**src/rtl/uart_tx_framer.sv**
```systemverilog
// rtl/uart_tx_framer.sv - UART transmit framer with baud timing, optional parity and 1 or 2 stop bits
module uart_tx_framer #(
   parameter int DATA_WIDTH = 8,
   parameter int CLK_DIV    = 868,
   parameter int PARITY_EN  = 0,
   parameter int PARITY_ODD = 0,
   parameter int STOP_BITS  = 1
) (
   input  logic                  clk,
   input  logic                  rst,
   input  logic [DATA_WIDTH-1:0] tx_data,
   input  logic                  tx_valid,
   output logic                  tx_ready,
   output logic                  tx,
   output logic                  busy,
   output logic                  done
);

   localparam int BAUD_W = (CLK_DIV > 1) ? $clog2(CLK_DIV) : 1;
   localparam int BIT_W  = $clog2(DATA_WIDTH + 1);
   localparam logic [BAUD_W-1:0] BAUD_LAST = BAUD_W'(CLK_DIV - 1);
   localparam logic [BIT_W-1:0]  BIT_LAST  = BIT_W'(DATA_WIDTH - 1);
   localparam logic              STOP_LAST = (STOP_BITS == 2);
   localparam logic              PAR_SEED  = (PARITY_ODD != 0);

   typedef enum logic [2:0] {S_IDLE, S_START, S_DATA, S_PARITY, S_STOP} state_t;

   state_t                state_q, state_d;
   logic [BAUD_W-1:0]     baud_q, baud_d;
   logic [BIT_W-1:0]      bit_q, bit_d;
   logic                  stop_q, stop_d;
   logic [DATA_WIDTH-1:0] shreg_q, shreg_d;
   logic                  parity_q, parity_d;
   logic                  tx_q, tx_d;
   logic                  tx_ready_q, tx_ready_d;
   logic                  busy_q, busy_d;
   logic                  done_q, done_d;
   logic                  boundary;

   assign boundary = (baud_q == BAUD_LAST);

   // Next-state values also choose the next line level, so tx is a pure flop output.
   always_comb begin
      state_d    = state_q;
      baud_d     = baud_q;
      bit_d      = bit_q;
      stop_d     = stop_q;
      shreg_d    = shreg_q;
      parity_d   = parity_q;
      tx_d       = tx_q;
      tx_ready_d = tx_ready_q;
      busy_d     = busy_q;
      done_d     = 1'b0;

      if (state_q != S_IDLE) begin
         baud_d = boundary ? '0 : baud_q + 1'b1;
      end

      case (state_q)
         S_IDLE: begin
            tx_d       = 1'b1;
            tx_ready_d = 1'b1;
            busy_d     = 1'b0;
            if (tx_valid && tx_ready_q) begin
               shreg_d    = tx_data;
               parity_d   = PAR_SEED;
               baud_d     = '0;
               state_d    = S_START;
               tx_d       = 1'b0;
               tx_ready_d = 1'b0;
               busy_d     = 1'b1;
            end
         end
         S_START: begin
            if (boundary) begin
               state_d = S_DATA;
               bit_d   = '0;
               tx_d    = shreg_q[0];
            end
         end
         S_DATA: begin
            if (boundary) begin
               shreg_d  = shreg_q >> 1;
               parity_d = parity_q ^ shreg_q[0];
               bit_d    = bit_q + 1'b1;
               if (bit_q == BIT_LAST) begin
                  if (PARITY_EN != 0) begin
                     state_d = S_PARITY;
                     tx_d    = parity_d;
                  end else begin
                     state_d = S_STOP;
                     stop_d  = 1'b0;
                     tx_d    = 1'b1;
                  end
               end else begin
                  tx_d = shreg_d[0];
               end
            end
         end
         S_PARITY: begin
            if (boundary) begin
               state_d = S_STOP;
               stop_d  = 1'b0;
               tx_d    = 1'b1;
            end
         end
         S_STOP: begin
            if (boundary) begin
               if (stop_q == STOP_LAST) begin
                  state_d    = S_IDLE;
                  done_d     = 1'b1;
                  tx_ready_d = 1'b1;
                  busy_d     = 1'b0;
                  tx_d       = 1'b1;
               end else begin
                  stop_d = 1'b1;
               end
            end
         end
         default: begin
            state_d = S_IDLE;
            tx_d    = 1'b1;
         end
      endcase
   end

   always_ff @(posedge clk or negedge rst) begin
      if (!rst) begin
         state_q    <= S_IDLE;
         baud_q     <= '0;
         bit_q      <= '0;
         stop_q     <= 1'b0;
         shreg_q    <= '0;
         parity_q   <= 1'b0;
         tx_q       <= 1'b1;
         tx_ready_q <= 1'b1;
         busy_q     <= 1'b0;
         done_q     <= 1'b0;
      end else begin
         state_q    <= state_d;
         baud_q     <= baud_d;
         bit_q      <= bit_d;
         stop_q     <= stop_d;
         shreg_q    <= shreg_d;
         parity_q   <= parity_d;
         tx_q       <= tx_d;
         tx_ready_q <= tx_ready_d;
         busy_q     <= busy_d;
         done_q     <= done_d;
      end
   end

   assign tx       = tx_q;
   assign tx_ready = tx_ready_q;
   assign busy     = busy_q;
   assign done     = done_q;

endmodule

```
**config.mk**
```make
export PLATFORM = sky130hd
export DESIGN_NAME = uart_tx_framer
export DESIGN_NICKNAME = d
export VERILOG_FILES = /design/src/rtl/uart_tx_framer.sv
export SDC_FILE = /design/constraint.sdc
export NUM_CORES = 1
export LEC_CHECK = 0
export ABC_AREA = 1
export CORE_MARGIN = 2
export CORE_UTILIZATION = 50
export DETAILED_ROUTE_END_ITERATION = 16
export PLACE_DENSITY = 0.8
export SYNTH_ARGS = -nofsm -noshare
export SYNTH_HDL_FRONTEND = slang
export SYNTH_SLANG_ARGS = --single-unit
```
**constraint.sdc**
```tcl
create_clock -name clk -period 1.8 [get_ports clk]
set_input_delay 0.27 -clock clk [delete_from_list [all_inputs] [get_ports clk]]
set_output_delay 0.27 -clock clk [all_outputs]
set_load 0.005 [all_outputs]
```
==> results of run 1 <==
-- cell type report --
| type | instances | share of cell area, % |
|---|---|---|
| tap | 46 | 2.92 |
| inverter | 24 | 4.83 |
| clock buffer | 7 | 2.80 |
| sequential | 29 | 37.0 |
| clock inverter | 1 | 1.52 |
| timing repair buffer | 15 | 7.50 |
| multi-input combinational | 174 | 43.5 |
-- cell families (layout without fill, tap and decap cells) --
group | after synthesis | count (layout) | synth area share, %
buffers and inverters | 27 | 47 | 6.77
and+or+nand+nor | 153 | 153 | 41.9
AOI/OAI and AO/OA | 16 | 16 | 5.45
adders and majority gates | 2 | 2 | 1.47
xor gates and xnor gates | 3 | 3 | 1.55
DFF | 29 | 29 | 42.9
-- path summary, 6_finish.rpt --
check | end | cells after the start | start
worst max register to register | baud_q[8]$_DFF_PN0_ | 8 | baud_q[0]$_DFF_PN0_
min in group clk | shreg_q[7]$_DFFE_PN0P_ | 3 | tx_data[7]
worst min-delay path | baud_q[5]$_DFF_PN0_ | 2 | rst
worst min register to register | tx$_DFFE_PN1P_ | 2 | tx$_DFFE_PN1P_
worst max-delay path | tx_ready | 1 | tx_ready$_DFFE_PN1P_
max in group asynchronous | tx$_DFFE_PN1P_ | 2 | rst
-- registers in the layout, summed over array words and instances, names as in the netlist --
name	cells
baud_q	10
shreg_q	8
bit_q	4
state_q	3
busy	1
done	1
tx	1
tx_ready	1
-- power by group --
part | total [mW] | internal, mW | switching (mW)
Clock | 0.576 | 0.331 | 0.245
Combinational | 0.0441 | 0.0236 | 0.0205
Sequential | 0.651 | 0.651 | 0
Total | 1.27 | 1.01 | 0.265
-- layout by cell type (no fill, tap or decap) --
master and n:
nor3_1 1, xor2_1 2, clkbuf_1 1, ha_1 2, nand2_1 94, nand3_2 1
inv_2 4, buf_4 1, nor2_2 5, o21ai_1 4, dfstp_2 2, a21oi_1 2
nand3_1 27, inv_1 19, nand2_4 2, clkdlybuf4s50_1 14, clkinv_4 1, clkbuf_8 1
nor2_8 2, nor2_1 11, o21ai_0 4, or2_0 1, bufinv_16 1, o22ai_1 4
xnor2_1 1, a21oi_2 2, nand4_1 4, dfrtp_1 27, nand2_2 4, clkbuf_4 5
nand3_4 1
-- routing by layer --
layer | GRT usage, % | up-vias | wire, microns
met4 | 10.3 | 0 | 54
met3 | 5.62 | 7 | 133
met2 | 34.2 | 25 | 1650
met5 | 0 | - | 0
met1 | 27.1 | 682 | 1660
li1 | - | 772 | -
-- metrics by stage --
stage	total power [mW]	instances	instance area (sq um)	setup WS, ns	hold WS, ns
5_1_grt	1.33	296	1970	0.0877	0.350
2_1_floorplan	0.673	230	1700	0.534	-0.0256
6_report	1.27	296	1970	0.133	0.309
4_1_cts	1.28	296	1970	0.128	0.322
3_5_place_dp	0.709	288	1880	0.249	0.486
3_3_place_gp	0.709	288	1880	0.299	0.483
==> flow_summary.toml, run 1 <==
[run_status]
status = "completed"

[clock_tree]
clock-root-buffer = "clkbuf_4"
ctsResizeCount = 0
cts_made_buffers = 5
h-tree-depth = 2
clk_pin_slew_ns = 0.10
cts_hold_buf = 0
insertion_delay_ns = 0.34
cts_tree = "yes"
clockBufferDepth = 2
postCtsSetupBuffers = 0
clock-sinks = 29

[finish]
antennaDiodeCount = 0
seq_area_sq_um = 728
final_nets = 262
syn_to_final_growth_pct = 15.9
layout-drive-gt1-share_pct = 12.8
multi_input_area_sq_um = 856
final_core_util_pct = 59.5
nFillCells = 308

[yosys]
yosysWarnings = 0
synth-edff-count = 0
syn_avg_cell_area_sq_um = 7.39
seq_area_frac_synth_pct = 42.9
yosysTopAreaCell = "dfrtp_1"
yosysMostFrequentCell = "nand2_1"
synth-seq-cells = 29
synth_nets = 243
synthCells = 230
synth-main-ff-cell = "dfrtp_1"
ys_top_cells_by_area = "dfrtp_1 40%, nand2_1 21%, nand3_1 8.0%"
synth_cell_type_count = 27
async_flop_share_pct = 100
netlist.area_leader.share_pct = 39.8
synthTopCellsByCount = "94 x nand2_1, 27 x dfrtp_1, 27 x nand3_1, 19 x inv_1, 11 x nor2_1"
synth_area_sq_um = 1700

[route]
wl_per_cell_microns = 11.8
drc = 0
drt_iter0_markers = 117
first_pass_iters = 4
drtAntennaViolNets = 0
routed_wl_microns = 3500
routed_via_density = 5.02
num_vias = 1486

[worst_setup_path]
reg2reg_slack_ns = 0.35
crit_slowest_cell = "dfstp_2"
worstPathRequired_ns = 1.53
crit_path_end_kind = "primary output"
critical_path.cell_chain = "clkdlybuf4s50_1"
critPathBufInv = 1
crit_type = "reg -> out"
cp.arrival_ns = 1.40
cp_max_fo = 3
start_kind = "flop"
cp_top_family = "flip-flops"
slowest_delay_ns = 0.56

[hold_path]
hold_path_class = "in -> async"

[floorplanning]
die_area_sq_um = 3880
die-height_microns = 62.3
core_sq_um = 3310
io_pins = 15
die_w_microns = 62.3
initial_core_util_pct = 51.3
fp-row-count = 21

[timing]
rsz0062_at_grt = "no"
relSlewSlack_pct = 75.7
skew_ns = 0.00715
period_minus_slack_ns = 1.67
setup_violations = 0
final_hold_viol_count = 0
tightest_slew_ns = 0.365
finalCritPeriodShare_pct = 92.6
fmax_mhz = 600
setup_tns_ns = 0
maxSlewViolCount = 0

[place]
portBuffers = 14
gp_congestion = 0.890
place.detailed.hpwl_microns = 2510

[job]
cap_violations = 0

[global_routing]
grt_pass1_wl_microns = 6570
grt_util_all_layers_pct = 21.4
antenna_found_initial = 0
grt_max_degree = 30
overflow = 0
grt_pass1_vias = 1529

[power_and_ir_drop]
p_per_area_nw_per_um2 = 646
p_leak_nw = 1.03
peakVddDrop_v = 0.000469
No activity file was read; power rests on OpenSTA's default activity.
==> inputs of run 2 (changes only) <==
- CORE_ASPECT_RATIO: unset -> 1.5
==> run 2 against run 1 <==
Effect of this change: register-to-register slack lost 0.03 ns; critical path depth is the same; utilization grew 2.2 points; highest routed layer unchanged; clock-buffer cell count grew 1; clock power shrank 3%; non-clock buffer count is the same; power shrank 1.2%; largest cell class unchanged; combinational power grew 1%; sequential share of layout area is essentially flat; clock skew shrank 0.0047 ns; worst hold slack gained 0.055 ns; global-route usage grew 0.32 points.
==> flow_summary.toml, run 2 (synthesized netlist as in run 1, its figures left out) <==
[global_routing]
grt_pass1_wl_microns = 6180
grt_max_degree = 30
grt_pass1_vias = 1411
overflow = 0
grt_util_all_layers_pct = 21.7
antenna_found_initial = 0

[route]
routed_wl_microns = 3580
first_pass_iters = 4
wl_per_cell_microns = 12.3
drc = 0
num_vias = 1499
routed_via_density = 5.17
drt_iter0_markers = 54
drtAntennaViolNets = 0

[timing]
setup_ws_ns = 0.215
skew_ns = 0.00243
final_hold_viol_count = 0
tightest_slew_ns = 0.370
setup_violations = 0
rsz0062_at_grt = "no"
relSlewSlack_pct = 75.3
maxSlewViolCount = 0
fmax_mhz = 631
period_minus_slack_ns = 1.59
finalCritPeriodShare_pct = 88.1
fin_hold_ws_ns = 0.364
setup_tns_ns = 0

[finish]
fin_cells = 290
final_cell_mix = "94 x nand2_1, 27 x nand3_1, 27 x dfrtp_1"
final_nets = 262
biggestRegsByFlops = "baud_q: 10 flops, shreg_q: 8 flops, bit_q: 4 flops"
seq_area_sq_um = 728
final_common_cell = "nand2_1"
postLayoutCellArea_sq_um = 1970
largest_reg_flops = 10
largest-register = "baud_q"
syn_to_final_growth_pct = 15.8
layout-drive-gt1-share_pct = 12.4
nFillCells = 299
antennaDiodeCount = 0
multi_input_area_sq_um = 856
final_core_util_pct = 61.6

[job]
cap_violations = 0

[floorplanning]
die_w_microns = 51.6
core_sq_um = 3190
die_area_sq_um = 3890
initial_core_util_pct = 53.3
io_pins = 15
fp-row-count = 25
die-height_microns = 75.4

[worst_setup_path]
reg2reg_slack_ns = 0.32
critical_path.endpoint = "tx_ready"
cp.arrival_ns = 1.32
crit_cells = 1
crit_type = "reg -> out"
reg2reg_depth = 8
crit_start = "tx_ready$_DFFE_PN1P_"
crit_slowest_cell = "dfstp_2"
cp_top_family = "flip-flops"
start_kind = "flop"
cp_max_fo = 3
critical_path.cell_chain = "clkdlybuf4s50_1"
crit-reg2reg-launch = "baud_q[0]$_DFF_PN0_"
r2r_end = "state_q[0]$_DFFE_PN0P_"
crit_path_end_kind = "primary output"
slowest_delay_ns = 0.54
critPathBufInv = 1
worstPathRequired_ns = 1.53

[clock_tree]
clock-sinks = 29
clock-root-buffer = "clkbuf_8"
insertion_delay_ns = 0.28
cts_tree = "yes"
postCtsSetupBuffers = 0
ctsResizeCount = 0
clockBufferDepth = 2
h-tree-depth = 2
clk_pin_slew_ns = 0.06
cts_made_buffers = 5
cts_hold_buf = 0

[place]
portBuffers = 14
placed_cells = 282
dp_slack_ns = 0.297
gp_congestion = 0.805
placed_area_sq_um = 1880
place.detailed.hpwl_microns = 2650

[run_status]
status = "completed"

[power_and_ir_drop]
peakVddDrop_v = 0.000562
power_mw = 1.26
p_per_area_nw_per_um2 = 638
p_leak_nw = 1.03

[hold_path]
hold_path_class = "in -> async"
-- run 2: routing by layer --
layer,wire [microns],track usage (%),vias to the layer above
li1,-,-,767
met1,1460,23.5,688
met2,1860,37.9,31
met3,119,5.69,13
met4,142,12.9,0
met5,0,0,-
-- run 2: worst min path at each step --
stage / startpoint / cells past startpoint / slack [ns] / endpoint
2_1_floorplan: rst / 0 / -0.03 / baud_q[0]$_DFF_PN0_
3_3_place_gp: tx_ready$_DFFE_PN1P_ / 2 / 0.48 / tx_ready$_DFFE_PN1P_
3_5_place_dp: tx$_DFFE_PN1P_ / 2 / 0.48 / tx$_DFFE_PN1P_
4_1_cts: rst / 2 / 0.37 / baud_q[2]$_DFF_PN0_
5_1_grt: rst / 2 / 0.39 / baud_q[2]$_DFF_PN0_
6_report: rst / 2 / 0.36 / baud_q[0]$_DFF_PN0_
-- run 2: cell type report --
type	instances	area share (%)
inverters	24	4.83
clock buffers	8	4.58
multi-input cells	174	43.5
repair buffers	15	7.51
flip-flops and latches	29	37.0
well taps	40	2.54
-- run 2: where the power goes --
| part | internal [mW] | switching, mW | leakage [nW] | total (mW) |
|---|---|---|---|---|
| Sequential | 0.652 | 0 | 0.342 | 0.652 |
| Combinational | 0.0236 | 0.0211 | 0.646 | 0.0447 |
| Clock | 0.311 | 0.247 | 0.0455 | 0.559 |
| Total | 0.987 | 0.268 | 1.03 | 1.26 |
==> edit (settings of run 2) <==
The parameter `PARITY_EN` goes from 0 to 1.
--- a/src/rtl/uart_tx_framer.sv
+++ b/src/rtl/uart_tx_framer.sv
@@ -2,7 +2,7 @@
 module uart_tx_framer #(
    parameter int DATA_WIDTH = 8,
    parameter int CLK_DIV    = 868,
-   parameter int PARITY_EN  = 0,
+   parameter int PARITY_EN  = 1,
    parameter int PARITY_ODD = 0,
    parameter int STOP_BITS  = 1
 ) (
Check against the original RTL: same outputs for any inputs over 10 cycles, from zero or initial values and one cycle with rst low; that may be too few to reach the edited logic, so the function may still have changed.
==> edit against run 2 <==
Synthesized area up 8.3%. Maximum frequency down 0.61%. Sequential cell count grew 1. Wire length up 5.7%. Global-route usage decreased by 0.071 points. Sequential power rose by 3.4%. Total power grew 2.1%. Design area is 7.3% higher. First-iteration DRC count grew 17%. Worst setup slack worse by 0.0098 ns. Highest routed layer unchanged.
==> edit: results (changes against run 2) <==
clk_skew 0.00844 ns (was 0.00243 ns); Post-Syn Instances 247 (was 230); Detailed Route Iter0 Violations 63 (was 54); Leakage Power 1.07 nW (was 1.03 nW); Synth Area in Compound Gates 4.62% (was 5.45%); largest net degree at the start of global routing 31 (was 30); maximum VDD drop 0.000389 V (was 0.000562 V); most frequent cells after synthesis nand2_1, nand3_1, dfrtp_1, inv_1, nor2_1 (was nand2_1, dfrtp_1, nand3_1, inv_1, nor2_1); vias per inst 5.12 (was 5.17); Max FO, Critical Path 2 (was 3); vias in the first global route 1581 (was 1411); routability cong. 0.871 (was 0.805); XOR/XNOR Fraction of Synth Area 2.38% (was 1.55%); Synth Area in Adders 1.36% (was 1.47%); Total Wirelength 3790 um (was 3580 um); layout cell share with drive strength beyond 1 14.2% (was 12.4%); Post-Place Cells 303 (was 282); top-area cell type share of the netlist area 38.1% (was 39.8%); synth top area cells dfrtp_1, nand2_1, nand3_1 (unchanged); syn nets 260 (was 243); NumNets Final 280 (was 262); all-layer global routing usage 21.7% (about the same); Seq/Total Area, Yosys 40.9% (was 42.9%); outcome finished clean (unchanged); Max-slew headroom 73.9% (was 75.3%); DPL Wire Length 2850 um (was 2650 um); first-pass GRT wire length 6730 um (was 6180 um)
==> edit: changes by cell type in the layout (fill, tap and decap cells not counted), sizes merged, moves of 2 or more <==
cell | before | now
nand3 | 29 | 33
inv | 23 | 27
nor2 | 18 | 21
nand4 | 4 | 2
nand2 | 100 | 107
==> edit: power by group <==
part | total [mW] | leakage, nW | switching [mW] | internal [mW]
clock network | 0.560 | 0.0482 | 0.252 | 0.308
logic | 0.0467 | 0.632 | 0.0222 | 0.0245
registers | 0.674 | 0.392 | 0 | 0.674
total | 1.28 | 1.07 | 0.275 | 1.01
==> edit: cells by family (layout without fill, tap and decap cells) <==
group	after synthesis	after routing
AOI/OAI and AO/OA	16	16
buffers and inverters	29	50
and+or+nand+nor	165	165
xor gates and xnor gates	5	5
adders and majority gates	2	2
DFF	30	30
==> edit: layout make-up <==
class | count | area (um2)
clock buffer | 7 | 86.3
tap | 43 | 53.8
timing repair buffer | 15 | 148
clock inverter | 1 | 5.00
sequential | 30 | 753
fill | 339 | 1500
multi-input combinational | 188 | 956
inverter | 27 | 109
==> edit: worst reg2reg max path, delay by kind of cell, from the launching register on <==
family | cells | cell delay (ns)
simple gates | 7 | 0.79
fa+ha+maj | 1 | 0.22
flops | 1 | 0.39
==> edit: routing by layer <==
layer	track usage, %	share of wire (%)	wire length [um]	vias up
met3	4.56	2.7	102	6
li1	-	-	-	814
met1	23.4	41	1560	746
met4	8.97	1.7	65	0
met5	0	0	0	-
met2	38.9	54	2060	27
==> edit: metrics by stage <==
stage / util [%] / setup slack [ns]
after floorplan: - / 0.495
after global placement: 55.9 / 0.235
after detailed placement: 55.9 / 0.229
after CTS: 58.4 / 0.196
after global routing: 58.4 / 0.164
final: 58.4 / 0.205
==> edit: path summary, 6_finish.rpt <==
check	start	endpoint	slack, ns	cells after the start
max reg2reg	baud_q[0]	shreg_q[7]	0.31	8
max	tx	tx	0.21	1
min reg2reg	shreg_q[5]	shreg_q[5]	0.47	2
min in group clk	shreg_q[5]	shreg_q[5]	0.47	2
min	rst	baud_q[6]	0.37	2
max in group asynchronous	rst	tx	1.11	2
